==> src/rtl/ftwiddle_seq_pkg.sv <==
// +---------------------------------------------------------------------------+
// | ftwiddle_seq_pkg : shared defaults, stage width and FSM encoding for the  |
// |                    FFT twiddle/address sequencer.                         |
// | Revision: 1.0                                                             |
// +---------------------------------------------------------------------------+
`default_nettype none

package ftwiddle_seq_pkg;

    localparam int LOG2N_DEFAULT = 11;
    localparam int TW_W_DEFAULT  = LOG2N_DEFAULT - 1;
    localparam int STAGE_W       = 4;

    typedef enum logic [1:0] {
        S_IDLE = 2'd0,
        S_RUN  = 2'd1,
        S_DONE = 2'd2
    } state_t;

endpackage

`default_nettype wire

==> src/rtl/ftw_bfly_addr.sv <==
// +---------------------------------------------------------------------------+
// | ftw_bfly_addr : combinational map from (stage, butterfly) to twiddle      |
// |                 index, A/B operand addresses and last flags.              |
// | Revision: 1.0                                                             |
// +---------------------------------------------------------------------------+
`default_nettype none

module ftw_bfly_addr
    import ftwiddle_seq_pkg::*;
#(
    parameter int LOG2N = LOG2N_DEFAULT,
    parameter int TW_W  = LOG2N - 1
) (
    input  logic [STAGE_W-1:0] stage,
    input  logic [LOG2N-2:0]   bfly,
    output logic [TW_W-1:0]    idx,
    output logic [LOG2N-1:0]   addr_a,
    output logic [LOG2N-1:0]   addr_b,
    output logic               stage_last,
    output logic               frame_last
);

    localparam logic [LOG2N-2:0]   BFLY_MAX  = '1;
    localparam logic [STAGE_W-1:0] STAGE_MAX = STAGE_W'(LOG2N - 1);

    logic [LOG2N-1:0]   bfly_ext;
    logic [LOG2N-1:0]   half;
    logic [LOG2N-1:0]   low;
    logic [LOG2N-1:0]   high_part;
    logic [STAGE_W-1:0] tw_shift;

    always_comb begin
        bfly_ext  = {1'b0, bfly};
        half      = LOG2N'(1) << stage;
        low       = bfly_ext & (half - LOG2N'(1));
        // Upper bits of j move up one place to open a zero hole at bit s.
        high_part = (bfly_ext >> stage) << (stage + STAGE_W'(1));
        addr_a    = high_part + low;
        addr_b    = addr_a + half;
        tw_shift  = STAGE_MAX - stage;
        idx       = TW_W'(low << tw_shift);
    end

    assign stage_last = (bfly == BFLY_MAX);
    assign frame_last = stage_last && (stage == STAGE_MAX);

endmodule

`default_nettype wire

==> src/rtl/ftwiddle_seq.sv <==
// +---------------------------------------------------------------------------+
// | ftwiddle_seq : radix-2 DIT FFT sequencer emitting one registered         |
// |                {idx, a, b, stage, last} tuple per butterfly (valid/ready).|
// |                Optional IFFT conjugate control under `FTW_IFFT_EN.        |
// | Revision: 1.0                                                             |
// +---------------------------------------------------------------------------+
`default_nettype none

module ftwiddle_seq
    import ftwiddle_seq_pkg::*;
#(
    parameter int LOG2N = LOG2N_DEFAULT,
    parameter int TW_W  = LOG2N - 1
) (
    input  logic               clk,
    input  logic               rst,
    input  logic               i_start,
    input  logic               i_abort,
    output logic               o_busy,
    output logic               o_valid,
    input  logic               i_ready,
    output logic [TW_W-1:0]    o_idx,
    output logic [LOG2N-1:0]   o_addr_a,
    output logic [LOG2N-1:0]   o_addr_b,
    output logic [STAGE_W-1:0] o_stage,
    output logic               o_stage_last,
    output logic               o_frame_last,
`ifdef FTW_IFFT_EN
    input  logic               i_ifft,
    output logic               o_conj,
`endif
    output logic               o_done
);

    localparam int BW = LOG2N - 1;

    state_t             state, state_nxt;
    logic               load_first, advance, clear;
    logic               valid_q, stage_last_q, frame_last_q;
    logic [STAGE_W-1:0] stage_q, stage_nxt;
    logic [BW-1:0]      bfly_q, bfly_nxt;
    logic [TW_W-1:0]    idx_q, map_idx;
    logic [LOG2N-1:0]   addr_a_q, addr_b_q, map_a, map_b;
    logic               map_stage_last, map_frame_last;

    always_ff @(posedge clk or posedge rst) begin
        if (rst) state <= S_IDLE;
        else     state <= state_nxt;
    end

    // Abort outranks both start and the handshake.
    always_comb begin
        state_nxt  = state;
        load_first = 1'b0;
        advance    = 1'b0;
        clear      = 1'b0;
        case (state)
            S_IDLE: begin
                if (i_start && !i_abort) begin
                    state_nxt  = S_RUN;
                    load_first = 1'b1;
                end
            end
            S_RUN: begin
                if (i_abort) begin
                    state_nxt = S_IDLE;
                    clear     = 1'b1;
                end else if (valid_q && i_ready) begin
                    if (frame_last_q) begin
                        state_nxt = S_DONE;
                        clear     = 1'b1;
                    end else begin
                        advance = 1'b1;
                    end
                end
            end
            S_DONE: state_nxt = S_IDLE;
            default: begin
                state_nxt = S_IDLE;
                clear     = 1'b1;
            end
        endcase
    end

    // Next (s, j); zero when loading the first tuple of a frame.
    always_comb begin
        stage_nxt = '0;
        bfly_nxt  = '0;
        if (advance) begin
            if (stage_last_q) begin
                stage_nxt = stage_q + STAGE_W'(1);
                bfly_nxt  = '0;
            end else begin
                stage_nxt = stage_q;
                bfly_nxt  = bfly_q + BW'(1);
            end
        end
    end

    ftw_bfly_addr #(
        .LOG2N (LOG2N),
        .TW_W  (TW_W)
    ) u_map (
        .stage      (stage_nxt),
        .bfly       (bfly_nxt),
        .idx        (map_idx),
        .addr_a     (map_a),
        .addr_b     (map_b),
        .stage_last (map_stage_last),
        .frame_last (map_frame_last)
    );

    always_ff @(posedge clk or posedge rst) begin
        if (rst) begin
            valid_q      <= 1'b0;
            stage_q      <= '0;
            bfly_q       <= '0;
            idx_q        <= '0;
            addr_a_q     <= '0;
            addr_b_q     <= '0;
            stage_last_q <= 1'b0;
            frame_last_q <= 1'b0;
        end else if (load_first || advance) begin
            valid_q      <= 1'b1;
            stage_q      <= stage_nxt;
            bfly_q       <= bfly_nxt;
            idx_q        <= map_idx;
            addr_a_q     <= map_a;
            addr_b_q     <= map_b;
            stage_last_q <= map_stage_last;
            frame_last_q <= map_frame_last;
        end else if (clear) begin
            valid_q      <= 1'b0;
            stage_q      <= '0;
            bfly_q       <= '0;
            idx_q        <= '0;
            addr_a_q     <= '0;
            addr_b_q     <= '0;
            stage_last_q <= 1'b0;
            frame_last_q <= 1'b0;
        end
    end

`ifdef FTW_IFFT_EN
    logic conj_q;

    always_ff @(posedge clk or posedge rst) begin
        if (rst)                     conj_q <= 1'b0;
        else if (load_first)         conj_q <= i_ifft;
        else if (state_nxt == S_IDLE) conj_q <= 1'b0;
    end

    assign o_conj = conj_q;
`else
    // Forward transform only: no conjugate control is generated.
`endif

    assign o_busy       = (state == S_RUN) || (state == S_DONE);
    assign o_done       = (state == S_DONE);
    assign o_valid      = valid_q;
    assign o_idx        = idx_q;
    assign o_addr_a     = addr_a_q;
    assign o_addr_b     = addr_b_q;
    assign o_stage      = stage_q;
    assign o_stage_last = stage_last_q;
    assign o_frame_last = frame_last_q;

endmodule

`default_nettype wire

==> config.mk <==
export PLATFORM = sky130hd
export DESIGN_NAME = ftwiddle_seq
export DESIGN_NICKNAME = d
export VERILOG_FILES = /design/src/rtl/ftwiddle_seq_pkg.sv /design/src/rtl/ftw_bfly_addr.sv /design/src/rtl/ftwiddle_seq.sv
export SDC_FILE = /design/constraint.sdc
export NUM_CORES = 1
export LEC_CHECK = 0
export CAP_MARGIN = 20
export CORE_MARGIN = 10
export CORE_UTILIZATION = 40
export CTS_CLUSTER_DIAMETER = 80
export DETAILED_ROUTE_END_ITERATION = 16
export GPL_TIMING_DRIVEN = 0
export PLACE_DENSITY_LB_ADDON = 0.05
export SKIP_LAST_GASP = 1
export SYNTH_ARGS = -nofsm -noshare
export SYNTH_HDL_FRONTEND = slang
export SYNTH_SLANG_ARGS = --single-unit
==> constraint.sdc <==
create_clock -name clk -period 8.58 [get_ports clk]
set_input_delay 0.858 -clock clk [delete_from_list [all_inputs] [get_ports clk]]
set_output_delay 0.858 -clock clk [all_outputs]
set_load 0.01 [all_outputs]
==> results summary, run 1 <==
The run finished with clean final reports. The cell count after synthesis came out at 589. Counting flops and latches in the post-synthesis netlist gives 51. Counting flops with an async set or reset pin after synthesis yields a share of 100%.

In this run the worst setup path terminates at o_addr_b[10]. In the final timing run, aggregate negative setup slack is 0 ns. In this run the clock root is driven by a clkbuf_16. The clock tree skew after final layout came out at 0.00762 ns. The die boundary width came out at 131 µm. The library cell used most frequently in the layout, excluding fill and tap cells, is nand2_1. The critical path data arrival time came out at 7.74 ns. The number of clock buffers added by TritonCTS is 5.

The required time reported for the critical path endpoint came out at 8.77 ns. Setup repair after global routing left no endpoint under its margin. Counting every net in the synthesized netlist gives 629. The classification of the worst setup path is input port to register. In this run the tool buffered the top-level ports with 45 buffer cells.

The average instance in the mapped netlist occupies 8.34 µm². STA classifies the critical path endpoint as a register. The first-pass iteration count of the detailed router is 6. For this run, the post-layout net count is 682. The floorplan has 40 rows. The Yosys step of the flow raised 0 warnings.

The total of hold buffers inserted after clock tree synthesis came out at 0. The power density relative to cell area came out at 116 mW/mm². The number of vias per cell after detailed routing came out at 5.87. The number of cells upsized or downsized after cts is 0.

The I/O pin count came out at 46. The global routing usage summed across all routing layers is 19.4%. After clock tree synthesis, the clock-pin slew on the worst setup and hold paths is 0.06 ns. The transition time at the pin with the least slew margin came out at 0.755 ns. The share of the cycle needed by the critical path after routing is 88.0%.

Summing every instance area after synthesis gives 0.00491 mm². The maximum buffer depth of the clock tree is 2. The wire-length estimate of the detail-placed layout is 12800 µm.

The timing startpoint of the critical path is i_abort. The total global routing overflow is 0. The maximum VDD drop is 0.0713 mV. The endpoint identified for the worst register-to-register timing path is o_addr_b[10]. In this run the worst hold path is classified as register to register. The number of sinks handled by clock tree synthesis came out at 51. The register-to-register setup slack came out at 1.38 ns. The first-pass GRT wire length is 25600 µm.

The largest net degree at the start of global routing is 30. The cell area after layout came out at 0.00573 mm². The number of antenna violations at the first check in global routing is 0. The minimum period implied by the final worst setup slack came out at 7.55 ns. The latest clock arrival within the worst-skew pair is 0.31 ns.

The post-detailed-route count of antenna-violating nets came out at 0. Setup violations remaining at the end of the flow were counted as 0. The count of H-tree levels built during CTS is 2. Timing would allow up to 0.133 GHz. The max-capacitance violation count is 0. For this block, the routed nets add up to 16200 µm of wire. The height of the chip came out at 131 µm. The largest individual stage delay along the critical path comes from the cell clkdlybuf4s50_1. The count of final hold-check violations is 0. The max-slew violation count came out at 0.

The clock tree from TritonCTS is done. The number of different library cells in the post-synthesis netlist came out at 92. The worst stage delay on the critical path came out at 0.54 ns. For this design the static power due to leakage is 0.00247 µW. For this block, the initial DRC count from the detailed router was 439. The relative slew slack came out at 49.7%. Counting flops with a built-in enable in the synthesized netlist gives 0.

Once the floorplan was initialized, standard cells occupied 40.9% of the core. The dominant synthesized flop cell is dfrtp_1. The number of global-route vias before repair is 4483. The setup fix buffers added after clock tree synthesis is 0. The sequential area share after synthesis came out at 26.0%. The antenna diode count came out at 0.

The worst reg-to-reg path cell count came out at 29. The die covers 0.0171 mm². The post-route netlist has 11.4% of its cells at a drive strength greater than 1. The average routed wire per standard cell came out at 20.4 µm. From synthesis to final layout, the design area changed by 16.6%. The DRC violation count after routing came out at 0. The start of the worst register-to-register path is o_stage[0]. Of all nets on the critical path, the largest fanout is 11. The total number of vias is 4637. After filler insertion, the fill cell instance count of the layout stands at 1196. The final weighted congestion in routability-driven placement is 0.962. The worst setup path is launched from an input port.

The area after detailed placement is 0.00557 mm². In this run the standard cell core region covers 0.0120 mm². In the layout the commonest cells are nand2_1 (80), dfrtp_1 (51), clkdlybuf4s50_1 (45).
==> report_power, final <==
part	internal (µW)	switching, µW	leakage [µW]	total, µW
combinational	47.4	142	0.00168	190
clock	124	94.9	0.0000761	219
sequential	249	7.60	0.000709	257
total	421	245	0.00247	666
==> stage by stage <==
stage,std cells,total power [µW],util [%],setup slack [ns],hold WS [ns]
after floorplan,589,363,-,2.43,0.472
after global placement,781,452,46.2,0.863,0.464
after detailed placement,782,456,46.4,0.846,0.470
after CTS,790,679,47.7,1.14,0.486
after global routing,790,705,47.7,0.435,0.508
final,790,666,47.7,1.03,0.476
==> worst max-delay path: cells and delay by family <==
kind | cells | cell delay, ns
adder cells (fa/ha/maj) | 4 | 1.15
buffers and inverters | 4 | 1.57
AO/OA/AOI/OAI | 12 | 2.24
XOR/XNOR | 2 | 0.63
AND/OR/NAND/NOR | 6 | 1.27
==> logic make-up (layout without fill, tap and decap cells) <==
group	Yosys count	count (layout)	synth area share, %
AO/OA/AOI/OAI	178	178	25.6
XOR/XNOR	38	38	8.12
adder cells (fa/ha/maj)	35	35	9.22
buffers and inverters	62	116	5.91
flip-flops	51	51	26.0
multiplexers	14	14	3.18
AND/OR/NAND/NOR	211	211	22.0
==> flip-flops by register name (all words and copies together) (netlist names) <==
| signal | flops |
|---|---|
| bfly_q | 10 |
| o_valid | 1 |
| o_frame_last | 1 |
| o_addr_b | 11 |
| o_stage | 4 |
| o_addr_a | 11 |
| o_stage_last | 1 |
| state | 2 |
| o_idx | 10 |
==> worst min path at each step <==
stage | startpoint | endpoint | slack (ns) | depth (start not counted)
after floorplan | state[1] | state[1] | 0.47 | 2
after global placement | o_addr_b[2] | o_addr_b[2] | 0.46 | 2
after detailed placement | o_addr_b[9] | o_addr_b[9] | 0.47 | 2
after CTS | o_idx[7] | o_idx[7] | 0.49 | 2
after global routing | o_addr_b[3] | o_addr_b[3] | 0.51 | 2
final | o_idx[7] | o_idx[7] | 0.48 | 2
==> layer usage <==
metal	wire, µm	track usage, %	up-vias
met3	1460	5.32	27
met5	0	0	-
met4	347	5.36	0
met1	7270	26.3	2175
li1	-	-	2246
met2	7080	29.7	189
==> cells in the mapped netlist, types with 10 or more instances <==
master | n | area (µm²)
inv_1 | 28 | 105
ha_1 | 33 | 413
o21ai_0 | 33 | 165
nand2_1 | 80 | 300
nor2_1 | 41 | 154
mux2i_1 | 10 | 100
nand3_1 | 13 | 65.1
a21o_1 | 10 | 75.1
nor3_1 | 12 | 60.1
o21bai_1 | 10 | 75.1
dfrtp_1 | 51 | 1280
a22o_1 | 15 | 131
xnor2_1 | 26 | 228
a21oi_1 | 42 | 210
==> layout make-up <==
class	instances	area, µm²	share of cell area [%]
plain buffers	30	168	2.93
clock buffers	7	153	2.66
clock inverters	1	7.51	0.131
flip-flops and latches	51	1280	22.3
inverters	32	123	2.14
well taps	147	184	3.21
repair buffers	46	470	8.21
multi-input cells	476	3350	58.4
(Power assumes the default switching activity.)
==> run 2: changes to the inputs <==
--- a/config.mk
+++ b/config.mk
@@ -12,6 +12,7 @@
 export DETAILED_ROUTE_END_ITERATION = 16
 export GPL_TIMING_DRIVEN = 0
 export PLACE_DENSITY_LB_ADDON = 0.05
+export RECOVER_POWER = 50
 export SKIP_LAST_GASP = 1
 export SYNTH_ARGS = -nofsm -noshare
 export SYNTH_HDL_FRONTEND = slang
==> run 2 against run 1 <==
The flow now finishes with violations (capacitance limit, slew limit). Routed wire length hardly changed. Sequential share of layout area increased by 0.063 points. Count of clock-buffer cells in the layout did not move. Clock power hardly changed. Worst hold slack worse by 0.0055 ns. Largest power group unchanged.
==> results summary, run 2 (same netlist as run 1, synthesis figures left out) <==
The flow ran to the end, but the final reports show violations. The final reports fail on capacitance limit, slew limit. The antenna diode count is 0 (unchanged).

The number of vias per cell after detailed routing came to 5.87 (about the same). The power density relative to cell area is 116 mW/mm² (about the same). The maximum VDD drop came out at 0.0713 mV (about the same).

The worst hold path begins at o_idx[7]. The count of H-tree levels built during CTS is 2 (unchanged). The number of placement rows is 40 (unchanged). The static power due to leakage is 0.00253 µW (+2.4%). The largest net degree at the start of global routing came out at 30 (unchanged). The share of the cycle needed by the critical path after routing came out at 88.6% (+0.62 points). The final net count is 682 (unchanged). The worst setup path is captured at a register. The class of the tightest hold or removal check is register to register. The final hold slack is 0.471 ns (-0.00550 ns). The register-to-register setup slack was 1.40 ns (+0.02 ns).

The clock tree skew after final layout came out at 0.00684 ns (-0.000775 ns). The max-slew violation count came to 30 (+30). The initial core utilization is 40.9% (unchanged). The area after detailed placement came out at 0.00557 mm² (unchanged).

The number of global-route vias before repair is 4483 (unchanged). Setup repair after global routing left no endpoint under its margin. The number of clock buffers inserted by TritonCTS came out at 5 (unchanged). The critical path is of the input port to register type. In this run the critical register-to-register path is captured at o_addr_b[10]. The total power came out at 664 µW (-0.27%).

The total of hold buffers inserted after clock tree synthesis is 0 (unchanged). The total half-perimeter wirelength after legalization and detailed placement was 12800 µm (unchanged). STA classifies the critical path startpoint as an input port. The final weighted congestion in routability-driven placement came to 0.962 (unchanged). The required time reported for the critical path endpoint is 8.77 ns (about the same). In this run the critical register-to-register path is launched from o_stage[0]. The latest clock arrival within the worst-skew pair came out at 0.31 ns (about the same).

The relative area change from synthesis to final layout is 16.2%. The instance count along the most critical hold path was 2 (unchanged). The number of sinks handled by clock tree synthesis came out at 51 (unchanged). The clock input transition at the sequential cells of the worst setup and hold paths is 0.06 ns (about the same). The DRC violation count after routing is 0 (unchanged). The maximum clock rate came out at 0.132 GHz (-0.70%). The first-pass GRT wire length came out at 25600 µm (unchanged). The total negative setup slack is 0 ns (unchanged). The first-pass iteration count of the detailed router is 5 (-1). TritonCTS built the clock tree. The violation count after the first detailed-route iteration is 439 (unchanged). The critical path data arrival time is 7.79 ns (+0.05 ns).

The ratio of cells with drive above 1 in the final layout came out at 11.0% (-0.31 points). The area of the placeable core is 0.0120 mm² (unchanged). The number of buffers inserted by port buffering came out at 45 (unchanged). The total global routing overflow is 0 (unchanged). The smallest setup slack after layout is 0.981 ns (-0.0531 ns). The number of cells upsized or downsized after cts was 0 (unchanged).

The number of antenna violations at the first check in global routing came to 0 (unchanged). The I/O pin count came out at 46 (unchanged). The top fanout value on the critical path is 11 (unchanged). The average routed wire per standard cell is 20.5 µm (about the same). The height of the chip came out at 131 µm (unchanged).

The routed wire length is 16200 µm (about the same). The transition time at the pin with the least slew margin came out at 1.60 ns (+0.845 ns). Leaving out fill and tap cells, the most frequent cells in the layout are nand2_1 (80), dfrtp_1 (51), a21oi_1 (42). For hold timing, the worst endpoint is o_idx[7]. The die outline area is 0.0171 mm² (unchanged).

The tree is rooted in a clkbuf_16. The post-detailed-route count of antenna-violating nets came to 0 (unchanged). The worst slack after detailed placement is 0.846 ns (unchanged). The cell area after layout came to 0.00571 mm² (-0.28%). The setup fix buffers added after clock tree synthesis is 0 (unchanged).

The final setup violation count is 0 (unchanged). The maximum buffer depth of the clock tree is 2 (unchanged). The library cell used most frequently in the layout, excluding fill and tap cells, is nand2_1. The relative slew slack is -6.68% (-56 points). The die boundary width is 131 µm (unchanged). The minimum period implied by the final worst setup slack came out at 7.60 ns (+0.0531 ns). The count of final hold-check violations is 0 (unchanged). The worst reg-to-reg path cell count came out at 29 (unchanged). The max-capacitance violation count is 1 (+1). The global routing usage summed across all routing layers came out at 19.4% (unchanged). The total number of vias is 4634 (-0.065%).
==> run 2: critical path: stages <==
cell and delay, ns:
dlygate4sd3_1 0.61, nand4b_1 0.33, nor2_2 0.12, nand2_1 0.12, buf_2 0.22, buf_1 0.48
ha_1 0.25, clkbuf_1 0.32, nand2_1 0.14, ha_1 0.24, or3_4 0.38, a211oi_4 0.38
ha_1 0.33, a21oi_1 0.21, o21bai_1 0.10, a21oi_1 0.21, o21bai_1 0.09, a21oi_1 0.22
o21bai_1 0.09, a21oi_1 0.17, xnor2_1 0.19, ha_1 0.33, and2_1 0.17, o21ai_0 0.15
o311ai_1 0.14, a211oi_1 0.29, xnor3_1 0.44, a22o_1 0.19
==> run 2: through the flow <==
stage / std cells / util (%)
floorplan: 589 / -
global placement: 781 / 46.2
detailed placement: 782 / 46.4
CTS: 790 / 47.7
global route: 790 / 47.6
finish: 790 / 47.6
==> run 2: worst max path at each step <==
stage / startpoint / end / slack [ns]
2_1_floorplan: o_stage[0] / o_addr_b[10] / 2.43
3_3_place_gp: i_abort / o_addr_b[10] / 0.86
3_5_place_dp: i_abort / o_addr_b[10] / 0.85
4_1_cts: i_abort / o_addr_b[10] / 1.14
5_1_grt: i_abort / o_addr_b[10] / 0.36
6_report: i_abort / o_addr_b[10] / 0.98
==> run 2: cell type report <==
class | instances | area (µm²)
multi-input combinational | 476 | 3350
clock buffer | 7 | 153
tap | 147 | 184
timing repair buffer | 46 | 454
fill | 1197 | 6300
inverter | 32 | 123
buffer | 30 | 168
clock inverter | 1 | 7.51
sequential | 51 | 1280
==> run 2: layer usage <==
| layer | routed length [µm] | track usage (%) | vias to the layer above | part of all wire, % |
|---|---|---|---|---|
| li1 | - | - | 2246 | - |
| met1 | 7310 | 26.3 | 2166 | 45 |
| met2 | 7060 | 29.7 | 193 | 44 |
| met3 | 1430 | 5.32 | 29 | 8.9 |
| met4 | 365 | 5.36 | 0 | 2.3 |
| met5 | 0 | 0 | - | 0 |
==> run 2: where the power goes <==
| part | switching (µW) | internal [µW] | total (µW) |
|---|---|---|---|
| clock | 94.5 | 124 | 219 |
| sequential | 7.59 | 249 | 257 |
| combinational | 142 | 46.3 | 188 |
| total | 244 | 420 | 664 |
